<file path="src/rtl/bag_pkg.sv">
// Shared types, defaults and helpers for the 7-bag piece generator.
package bag_pkg;

    localparam int DEF_NUM_PIECES = 7;
    localparam int DEF_PIECE_W    = 3;

    typedef logic [DEF_PIECE_W-1:0] piece_t;

    // Galois (right-shift) feedback masks for maximal-length polynomials
    function automatic logic [31:0] lfsr_taps(input int width);
        case (width)
            4:       return 32'h0000_000C;
            8:       return 32'h0000_00B8;
            12:      return 32'h0000_0E08;
            16:      return 32'h0000_B400;
            24:      return 32'h00E1_0000;
            32:      return 32'h8020_0003;
            default: return (32'h1 << (width - 1)) | 32'h1;
        endcase
    endfunction

    function automatic int lowest_unset(input logic [31:0] flags, input int n);
        int idx;
        idx = 0;
        for (int i = 31; i >= 0; i--) begin
            if (i < n && !flags[i]) idx = i;
        end
        return idx;
    endfunction

endpackage

</file>
<file path="src/rtl/bag_queue_lfsr.sv">
// Galois LFSR; reset and load both take load_value, otherwise it steps every cycle.
module lfsr #(
    parameter int               WIDTH = 16,
    parameter logic [WIDTH-1:0] TAPS  = 16'hB400
) (
    input  logic             clk,
    input  logic             reset,
    input  logic             load,
    input  logic [WIDTH-1:0] load_value,
    output logic [WIDTH-1:0] state
);

    always_ff @(posedge clk) begin
        if (reset || load) begin
            state <= load_value;
        end else if (state[0]) begin
            state <= (state >> 1) ^ TAPS;
        end else begin
            state <= state >> 1;
        end
    end

endmodule

</file>
<file path="src/rtl/bag_queue.sv">
// 7-bag piece generator feeding a shift-register FIFO with parallel preview taps.
module bag_queue
    import bag_pkg::*;
#(
    parameter int                NUM_PIECES = DEF_NUM_PIECES,
    parameter int                PIECE_W    = DEF_PIECE_W,
    parameter int                PREVIEW    = 5,
    parameter int                LFSR_W     = 16,
    parameter logic [LFSR_W-1:0] SEED       = 16'hACE1,
    parameter int                MAX_TRIES  = 8
) (
    input  logic                          clk,
    input  logic                          reset,
    input  logic                          mode_random,
    input  logic                          seed_load,
    input  logic [LFSR_W-1:0]             seed,
    input  logic                          newbag,
    input  logic                          piece_ready,
    output logic                          piece_valid,
    output logic [PIECE_W-1:0]            piece,
    output logic [PREVIEW*PIECE_W-1:0]    preview,
    output logic [$clog2(PREVIEW+2)-1:0]  preview_count,
    output logic [NUM_PIECES-1:0]         bag_flags,
    output logic                          bag_done
);

    localparam int DEPTH = PREVIEW + 1;
    localparam int CNT_W = $clog2(PREVIEW + 2);
    localparam int TRY_W = $clog2(MAX_TRIES + 2);
    localparam logic [TRY_W-1:0]      TRY_LIMIT = TRY_W'(MAX_TRIES);
    localparam logic [NUM_PIECES-1:0] ALL_SET   = '1;

    logic [LFSR_W-1:0]     lfsr_state;
    logic [LFSR_W-1:0]     lfsr_load_value;
    logic                  unused_lfsr_bits;
    logic [PIECE_W-1:0]    q  [DEPTH];
    logic [PIECE_W-1:0]    nq [DEPTH];
    logic [CNT_W-1:0]      cnt;
    logic [CNT_W-1:0]      ncnt;
    logic [TRY_W-1:0]      tries;
    logic                  pop;
    logic                  attempt;
    logic                  accept;
    logic [PIECE_W-1:0]    cand;
    logic [PIECE_W-1:0]    lowest;
    logic [PIECE_W-1:0]    pick;
    logic [NUM_PIECES-1:0] nflags;

    // Reset reuses the load path; a zero seed would lock the LFSR, so SEED stands in
    assign lfsr_load_value = (reset || seed == '0) ? SEED : seed;

    lfsr #(
        .WIDTH (LFSR_W),
        .TAPS  (LFSR_W'(lfsr_taps(LFSR_W)))
    ) u_lfsr (
        .clk        (clk),
        .reset      (reset),
        .load       (seed_load),
        .load_value (lfsr_load_value),
        .state      (lfsr_state)
    );

    assign unused_lfsr_bits = ^lfsr_state[LFSR_W-1:PIECE_W];
    assign cand    = lfsr_state[PIECE_W-1:0];
    assign lowest  = PIECE_W'(lowest_unset(32'(bag_flags), NUM_PIECES));
    assign pop     = piece_valid && piece_ready;
    assign attempt = (cnt < CNT_W'(DEPTH)) || pop;
    assign nflags  = bag_flags | (NUM_PIECES'(1) << pick);

    always_comb begin
        accept = 1'b0;
        pick   = lowest;
        if (attempt) begin
            if (!mode_random || tries >= TRY_LIMIT) begin
                accept = 1'b1;
            end else if (int'(cand) < NUM_PIECES && !bag_flags[cand]) begin
                accept = 1'b1;
                pick   = cand;
            end
        end
    end

    // Pop shifts toward the head first, so a simultaneous push lands at the new tail
    always_comb begin
        nq   = q;
        ncnt = cnt;
        if (pop) begin
            for (int i = 0; i < DEPTH - 1; i++) nq[i] = q[i+1];
            nq[DEPTH-1] = '0;
            ncnt = cnt - CNT_W'(1);
        end
        if (accept) begin
            for (int i = 0; i < DEPTH; i++) begin
                if (ncnt == CNT_W'(i)) nq[i] = pick;
            end
            ncnt = ncnt + CNT_W'(1);
        end
    end

    always_ff @(posedge clk) begin
        if (reset || newbag) begin
            cnt       <= '0;
            tries     <= '0;
            bag_flags <= '0;
            bag_done  <= 1'b0;
            for (int i = 0; i < DEPTH; i++) q[i] <= '0;
        end else begin
            q        <= nq;
            cnt      <= ncnt;
            bag_done <= 1'b0;
            if (accept) begin
                tries <= '0;
                if (nflags == ALL_SET) begin
                    bag_flags <= '0;
                    bag_done  <= 1'b1;
                end else begin
                    bag_flags <= nflags;
                end
            end else if (attempt) begin
                tries <= tries + TRY_W'(1);
            end
        end
    end

    assign piece_valid   = (cnt != '0);
    assign piece         = q[0];
    assign preview_count = piece_valid ? cnt - CNT_W'(1) : '0;

    always_comb begin
        preview = '0;
        for (int k = 0; k < PREVIEW; k++) preview[k*PIECE_W +: PIECE_W] = q[k+1];
    end

endmodule

</file>
<file path="config.mk">
export PLATFORM = sky130hd
export DESIGN_NAME = bag_queue
export DESIGN_NICKNAME = d
export VERILOG_FILES = /design/src/rtl/bag_pkg.sv /design/src/rtl/bag_queue_lfsr.sv /design/src/rtl/bag_queue.sv
export SDC_FILE = /design/constraint.sdc
export NUM_CORES = 1
export LEC_CHECK = 0
export ABC_AREA = 1
export CORE_MARGIN = 3
export CORE_UTILIZATION = 51
export DETAILED_ROUTE_END_ITERATION = 8
export GPL_ROUTABILITY_DRIVEN = 0
export PLACE_DENSITY_LB_ADDON = 0.25
export SLEW_MARGIN = 30
export SYNTH_ARGS = -nofsm -noshare
export SYNTH_HDL_FRONTEND = slang
export SYNTH_SLANG_ARGS = --single-unit
</file>
<file path="constraint.sdc">
create_clock -name clk -period 2.94 [get_ports clk]
set_input_delay 0.588 -clock clk [delete_from_list [all_inputs] [get_ports clk]]
set_output_delay 0.588 -clock clk [all_outputs]
set_load 0.05 [all_outputs]
</file>
Word level (Yosys, flattened, before mapping) --
Index checks and enable logic that the tools add are counted.
Word-level totals: register bits 49, input port bits 22, output and inout bits 30, logic and storage cells 73
Operators by class: add/sub/neg operators 3, $lt $le $gt $ge 4, equality and inequality tests 6, shift operators 1, multiplexer cells 31, bitwise operators 3, reductions and logical operators 14
Operator list (number):
- 3-bit two-way mux | 19
- 16-bit two-way mux | 3
- 18-bit two-way mux | 2
- 16-bit logical NOT | 1
- 7-bit equality test (second input constant) | 1
- 7-bit two-way mux | 1
- 7-bit bitwise OR | 1
- 1-bit by 3-bit left shift with 7-bit output (first input constant) | 1
- 3-bit by 2-bit equality test with 1-bit output (second input constant) | 2
- 3-bit equality test (second input constant) | 2
- 3-bit less-than comparator (second input constant) | 2
- 1-bit logical OR | 5
- 1-bit two-way mux | 5
- 4-bit by 1-bit adder with 4-bit output (second input constant) | 1
- 4-bit >= comparator (second input constant) | 1
- 3-bit by 4-bit less-than comparator with 1-bit output (second input constant) | 1
- 3-bit NOT with 4-bit output | 1
- 2-bit OR reduction | 2
- 3-bit by 1-bit adder with 3-bit output (second input constant) | 1
- 1-bit binary-select mux with 3-bit select | 1
- 3-bit by 1-bit equality test with 1-bit output (second input constant) | 1
- 3-bit logical NOT | 1
- 3-bit nonzero test | 1
- 3-bit by 1-bit subtractor with 3-bit output (second input constant) | 1
- 3 further kinds | 5

Logic depth before layout (Yosys ltp) --
Gate-level depths: netlist of the first run.
depth after elaboration 14, gate-level depth with buffers 17

Cells and area by module --
From an unflattened synthesis of the first run, not the netlist that was laid out.
Second synthesis, totals: cell total of the unflattened synthesis 389, area total of the unflattened synthesis 2652.5 um^2
By module, submodules not included:
- bag_queue | times used 1, cells an instance 310, area an instance 2044.5 um^2
- lfsr | times used 1, cells an instance 79, area an instance 608.1 um^2

Least setup slack after synthesis of the first run --
OpenSTA, ideal clock, no wires.
path type register -> register, from register cnt[0], to register q, in the netlist preview[7], setup time 0.126 ns, arrival time 2.487 ns, path slack 0.327 ns, cell stages (with the launch flop) 13, path buffers 0, period minus slack after synthesis 2.613 ns, cell sequence dfxtp_1 inv_1 ha_1 nand2_4 inv_1 nor2_1 a21oi_1 inv_1 ha_1 ha_1 nand2_1 o21ai_0 a31oi_1
Between the ends: cells in the longest elaborated chain, start to end 6
Ends and longest elaborated chain:
- from (decl) | line bag_queue.sv:38 | logic [CNT_W-1:0] cnt;
- from (signal assigned) | line bag_queue.sv:109 | cnt <= ncnt;
- 3-bit nonzero test * | line bag_queue.sv:125 | assign piece_valid = (cnt != '0);
- via piece_valid | line bag_queue.sv:19 | output logic piece_valid,
- 1-bit logical AND * | line bag_queue.sv:66 | assign pop = piece_valid && piece_ready;
- 3-bit two-way mux or 1-bit logical OR (tied branches) | line bag_queue.sv:87, bag_queue.sv:67
- 3-bit by 2-bit equality test with 1-bit output or 3-bit two-way mux (tied branches) | line bag_queue.sv:94, bag_queue.sv:73
- 3-bit two-way mux | line bag_queue.sv:94 | if (ncnt == CNT_W'(i)) nq[i] = pick;
- 18-bit two-way mux * | line bag_queue.sv:92 | if (accept) begin
- to (signal assigned) | line bag_queue.sv:108 | q <= nq;
- to (decl) | line bag_queue.sv:36 | logic [PIECE_W-1:0] q [DEPTH];
The timed path passes the listed nets; every way through them passes the cells marked *. A chain may end at the register's enable or synchronous reset.

Worst setup path after layout of the first run --
from register cnt[0], to output port preview_count[0]
Between the ends: cells in the longest elaborated chain, start to end 2
Ends and longest elaborated chain:
- 3-bit by 1-bit subtractor with 3-bit output or 3-bit nonzero test (tied branches) | line bag_queue.sv:127, bag_queue.sv:125
- 3-bit two-way mux * | line bag_queue.sv:127 | assign preview_count = piece_valid ? cnt - CNT_W'(1) : '0;
- to (decl) | line bag_queue.sv:22 | output logic [$clog2(PREVIEW+2)-1:0] preview_count,
Every way passes the cells marked *; elsewhere a longest branch is shown, timed or not.

==> results by group, run 1 <==
Synth
  – Post-synth EDFFs: 0
  – Syn Area/Cell: between 7 and 8 µm²
  – Synth Instances: around 340
  – Most used flip-flop cell after synthesis: dfxtp_1
  – Distinct cells, synth: 31
  – Yosys top cell by area: dfxtp_1
  – Count leader, synth: nand2_1
  – Synth warn: 0
  – Post-synth top cells: nand2_1 (83), dfxtp_1 (49), inv_1 (40)
  – Sequential share of the synthesized area: 39.0%
  – Area share of the largest cell type after synthesis: roughly 40%
  – Syn_nets: about 370
  – Seq cells post-synth: between 40 and 50
  – Synth top area cells: dfxtp_1 (39%), nand2_1 (12%), inv_1 (6.0%)
  – Mapped cell area: ~2500 µm²
  – FFs w/ async S/R, synth: 0%

Global route
  – GR Util All Layers: roughly 20%
  – Largest net degree at the start of global routing: 23
  – Vias in the first global route: ~2300
  – Initial antenna violation count: 0
  – First-pass GRT wire length: just under 10000 µm
  – Gr ovfl total: 0

Clock tree
  – CTS Sinks: 49
  – Number of CTS-inserted buffers: 5
  – Clock root buffer: clkbuf_8
  – H-tree depth: 2
  – Clock latency on the worst-skew pair: approximately 300 ps
  – Clock slew at reported path FFs: about 90 ps
  – CTS tree: done
  – Setup bufs post-CTS: 0
  – Hold Buf Count CTS: 0
  – Resized Gates After CTS: 0
  – Clock Tree Buf Depth: 2

Final layout
  – Ant. Diodes: 0
  – Ratio of cells with drive above 1 in the final layout: a little under an eighth
  – Final nets: 429
  – Post-Layout Cell Count: between 400 and 500
  – P&R area growth vs syn: 28.0%

Critical path
  – Worst path cell trace: inv_1, ha_1, nand2_4, inv_1, nor2_1, clkdlybuf4s50_1
  – Crit path max fanout: 3
  – Worst r2r dst: bag_flags[0]
  – RR Startpoint: cnt[0]
  – CP top delay family: buffers and inverters
  – CP max stage cell: clkdlybuf4s50_1
  – CP Launch Type: flip-flop
  – Worst Path Buf+Inv: 3
  – Kind of critical path: reg -> out
  – CP Capture Type: output pin
  – CP max stage delay: between 800 and 900 ps
  – Crit path DAT: approximately 2100 ps
  – Req. time, crit path: around 2400 ps
  – R2r setup slk: between 600 and 700 ps
  – Crit-path most repeated cell: inv_1
  – Reg2reg path depth: 16

Hold path
  – Hold/Removal Path Class: reg -> reg
  – Hold depth: 2
  – Hold path endpoint: u_lfsr.state[6]
  – Min-delay src: u_lfsr.state[7]

STA
  – Fin crit share: approximately nine tenths
  – Clock Skew: between 7 and 8 ps
  – RSZ-0062 raised after global routing: no
  – Slew HR: between 60% and 70%
  – Minimum clock period: 2640 ps
  – Final setup viols: 0
  – Fmax: 378 MHz
  – Final Max Slew Viols: 0
  – Hold Violations, Final: 0
  – Setup TNS: 0 ps
  – Actual slew at the worst max-slew pin: about 520 ps

Detailed routing
  – DR vias: ~2400
  – Starting DRT DRC Count: about 150
  – Routed Antenna Nets: 0
  – Wire per inst: between 10 and 15 µm
  – DRC: 0
  – Routed wire length: 5550 µm
  – Vias per Instance: around 5.2
  – First-pass detailed-route iteration total: 4

Power and ir drop
  – Pleak: 1.30 nW
  – P_sw: 612 µW
  – P_int: ~1.2 mW
  – Comb pwr share: 31.0%
  – Clock power frac: between 20% and 30%
  – Flop pwr share: 41.4%
  – Switching Share: approximately a third
  – Maximum resistive drop on vdd: ~270 µV
  – PD cells: 556 nW/µm²

Outcome
  – Status: finished, final reports clean

Floorplanning
  – Ports: 52
  – Die ar.: roughly 5800 µm²
  – Starting Density: between 50% and 60%
  – Die X: between 70 and 80 µm
  – Core area: 4560 µm²
  – Row cnt: 24
  – Die Ht: about 76 µm

Placement
  – PortBufs: a little over 50
  – Placed wire-length estimate: around 4100 µm
  – # placed instances: roughly 460

Run
  – Max cap viols: 0
logic make-up (layout without fill, tap and decap cells):
kind of cell             Yosys count  in the layout  synth area share (%)
adder cells (fa/ha/maj)            9              9                  4.48
flip-flops                        49             49                  39.0
XOR/XNOR                           5              5                  1.74
AND/OR/NAND/NOR                  151            151                  29.0
buffers and inverters             59            115                  9.55
AO/OA/AOI/OAI                     70             70                  16.2
how the worst max path moves through the flow:
| stage | start | endpoint | slack (ps) | cells after the start |
|---|---|---|---|---|
| floorplan | cnt[0] | preview[7] | 330 | 12 |
| global placement | piece_ready | bag_flags[6] | 350 | 14 |
| detailed placement | piece_ready | bag_flags[6] | 310 | 14 |
| CTS | cnt[0] | preview_count[0] | 290 | 6 |
| global route | cnt[0] | preview_count[0] | 170 | 6 |
| finish | cnt[0] | preview_count[0] | 300 | 6 |
worst reg2reg max path, cell delays in order, from the launching register on:
cell	delay, ps
dfxtp_1	350
inv_1	80
ha_1	230
nand2_4	90
nand2_4	70
a21oi_4	180
nand3_2	120
nand3_1	90
nand2_2	190
nor2_2	160
nand2_1	90
nand2_1	70
nand2_1	60
nor2_2	140
nand2_4	100
nand2_1	70
nand2_1	50
per-layer routing:
layer  global-route usage [%]  share of wire (%)
met5                        0                  0
met1                     23.8                 46
met2                     34.2                 49
met3                     3.43                4.0
met4                     7.25               0.99
state kept, by name, summed over array words and instances, names as in the netlist:
register,count
u_lfsr.state,16
bag_flags,7
piece,3
preview,15
tries,4
bag_done,1
cnt,3
stage by stage:
stage	cell area [µm²]	total power [mW]	hold WS, ps	utilization [%]	setup WS [ps]
floorplan	2520	1.14	428	-	327
global placement	3100	1.30	432	68.0	352
detailed placement	3100	1.31	440	68.0	305
CTS	3220	1.80	463	70.6	292
global route	3220	1.88	492	70.6	168
finish	3220	1.79	465	70.6	296
power by group through the flow:
stage	clock, mW	combinational, mW	sequential (mW)
floorplan	0	0.312	0.824
global placement	0	0.546	0.754
detailed placement	0	0.553	0.755
CTS	0.502	0.555	0.740
global route	0.531	0.603	0.746
finish	0.494	0.554	0.740
final cells by class:
| type | count | area [µm²] |
|---|---|---|
| Clock inverter | 1 | 30.0 |
| Multi-Input combinational cell | 235 | 1290 |
| Sequential cell | 49 | 981 |
| Clock buffer | 7 | 86.3 |
| Tap cell | 65 | 81.3 |
| Timing Repair Buffer | 56 | 548 |
| Inverter | 51 | 199 |
| Fill cell | 392 | 1340 |
cells in the final DEF (no fill, tap or decap), types with 2 or more instances in the layout:
master / n
o21ai_0: 27
nand3_2: 5
buf_4: 5
nand3_1: 27
clkbuf_8: 6
clkdlybuf4s50_1: 51
nor2_4: 3
a31oi_1: 15
nor2_2: 3
xnor2_1: 2
xor2_1: 3
o21ai_1: 2
nand2_4: 4
nand2_2: 6
inv_2: 8
a21oi_1: 13
o22ai_1: 11
inv_1: 40
nand4_1: 3
ha_1: 9
nor4_1: 4
dfxtp_1: 49
nor2_1: 11
nand2_1: 83
Power figures use the tool's default switching activity.
==> run 2: changes to the inputs <==
--- a/config.mk
+++ b/config.mk
@@ -10,7 +10,7 @@
 export CORE_UTILIZATION = 51
 export DETAILED_ROUTE_END_ITERATION = 8
 export GPL_ROUTABILITY_DRIVEN = 0
-export PLACE_DENSITY_LB_ADDON = 0.25
+export PLACE_DENSITY = 0.8
 export SLEW_MARGIN = 30
 export SYNTH_ARGS = -nofsm -noshare
 export SYNTH_HDL_FRONTEND = slang
==> results by group, run 2 (synthesis results as in run 1) <==
Clock tree
  – Clock Tree Buf Depth: 2
  – Clock slew at reported path FFs: 80 ps
  – Number of CTS-inserted buffers: 5
  – Setup bufs post-CTS: 0
  – Clock root buffer: clkbuf_8
  – Resized Gates After CTS: 0
  – CTS Sinks: 49
  – Hold Buf Count CTS: 0
  – CTS tree: done
  – H-tree depth: 2
  – Clock latency on the worst-skew pair: about 300 ps

Detailed routing
  – Wire per inst: 12.2 µm
  – First-pass detailed-route iteration total: 4
  – Routed wire length: between 5000 and 6000 µm
  – Routed Antenna Nets: 0
  – Vias per Instance: about 5.2
  – DRC: 0
  – DR vias: about 2400
  – Starting DRT DRC Count: 172

Global route
  – First-pass GRT wire length: between 9000 and 10000 µm
  – Largest net degree at the start of global routing: 23
  – Gr ovfl total: 0
  – GR Util All Layers: 19.8%
  – Vias in the first global route: approximately 2300
  – Initial antenna violation count: 0

Power and ir drop
  – Flop pwr share: around two fifths
  – PD cells: about 560 nW/µm²
  – P_sw: roughly 610 µW
  – Comb pwr share: between 30% and 40%
  – Clock power frac: around 27%
  – P_int: between 1 and 1.5 mW
  – Maximum resistive drop on vdd: approximately 340 µV
  – Switching Share: roughly a third
  – Pleak: approximately 1.3 nW

Final layout
  – Ratio of cells with drive above 1 in the final layout: a little under an eighth
  – Commonest non-fill, non-tap cell in the layout: nand2_1
  – Max reg flops: 16
  – Final nets: around 430
  – Ant. Diodes: 0
  – P&R area growth vs syn: 28.0%
  – Largest Register: u_lfsr.state
  – Commonest non-fill, non-tap cells in the layout: nand2_1 (83), clkdlybuf4s50_1 (51), dfxtp_1 (49), inv_1 (40)
  – Fillers: between 300 and 400

STA
  – Setup TNS: 0 ps
  – Hold Violations, Final: 0
  – Fmax: about 380 MHz
  – Clock Skew: between 9 and 10 ps
  – RSZ-0062 raised after global routing: no
  – Minimum clock period: 2620 ps
  – Fin crit share: about nine tenths
  – Slew HR: 62.9%
  – Final Max Slew Viols: 0
  – Final setup viols: 0
  – Actual slew at the worst max-slew pin: between 500 and 600 ps
  – Fin Hold WS: between 400 and 500 ps

Floorplanning
  – Die ar.: a little under 6000 µm²
  – Ports: 52
  – Core area: ~4600 µm²
  – Row cnt: 24
  – Starting Density: a little under three fifths
  – Die Ht: roughly 76 µm
  – Die X: roughly 76 µm

Placement
  – PortBufs: 51
  – Placed wire-length estimate: around 4200 µm

Run
  – Max cap viols: 0

Critical path
  – Crit path DAT: around 2000 ps
  – CP Launch Type: flip-flop
  – CP Capture Type: output pin
  – Req. time, crit path: 2350 ps
  – Kind of critical path: reg -> out
  – Crit path max fanout: 3

Hold path
  – Hold/Removal Path Class: reg -> reg

Outcome
  – Status: finished, final reports clean
==> run 2: cell counts in the layout (fill, tap and decap cells not counted) <==
No cell type changed its count.
==> run 2: final cells by class <==
cell class              instances  area (µm²)  share of cell area (%)
multi-input cells             235        1290                    40.2
inverters                      51         199                    6.18
repair buffers                 56         548                    17.0
flip-flops and latches         49         981                    30.5
well taps                      65        81.3                    2.53
clock buffers                   7        86.3                    2.68
clock inverters                 1        30.0                   0.932
==> run 2: power groups by stage <==
stage | logic, mW | clock network [mW] | registers [mW]
floorplan | 0.312 | 0 | 0.824
global placement | 0.547 | 0 | 0.754
detailed placement | 0.557 | 0 | 0.755
CTS | 0.560 | 0.498 | 0.740
global route | 0.605 | 0.532 | 0.746
finish | 0.560 | 0.491 | 0.740
==> run 2: worst paths after layout <==
check	start	end	slack, ps	depth (start not counted)
setup reg to reg	cnt[0]	bag_flags[6]	730	16
setup / recovery	cnt[0]	preview_count[0]	320	6
hold / removal	u_lfsr.state[6]	u_lfsr.state[5]	460	2
hold reg to reg	u_lfsr.state[6]	u_lfsr.state[5]	460	2
==> run 2: per-stage QoR <==
| stage | total power [mW] | setup slack, ps | area (µm²) | instances | utilization (%) |
|---|---|---|---|---|---|
| after floorplan | 1.14 | 327 | 2520 | 343 | - |
| final | 1.79 | 323 | 3220 | 464 | 70.6 |
| after global routing | 1.88 | 238 | 3220 | 464 | 70.6 |
| after CTS | 1.80 | 312 | 3220 | 464 | 70.6 |
| after detailed placement | 1.31 | 302 | 3100 | 456 | 68.0 |
| after global placement | 1.30 | 354 | 3100 | 456 | 68.0 |
==> run 2: critical path, cell delays in order (launching register included) <==
cell and delay, ps:
dfxtp_1 340, inv_1 70, ha_1 230, nand2_4 90, inv_1 60, nor2_1 120
clkdlybuf4s50_1 820
==> run 2: layer usage <==
metal  part of all wire (%)  up-vias  GRT usage (%)
met5                      0        -              0
met4                   0.79        0           6.88
met3                    6.4        4           4.37
met2                     49       78           35.5
met1                     44     1090           23.0
li1                       -     1243              -
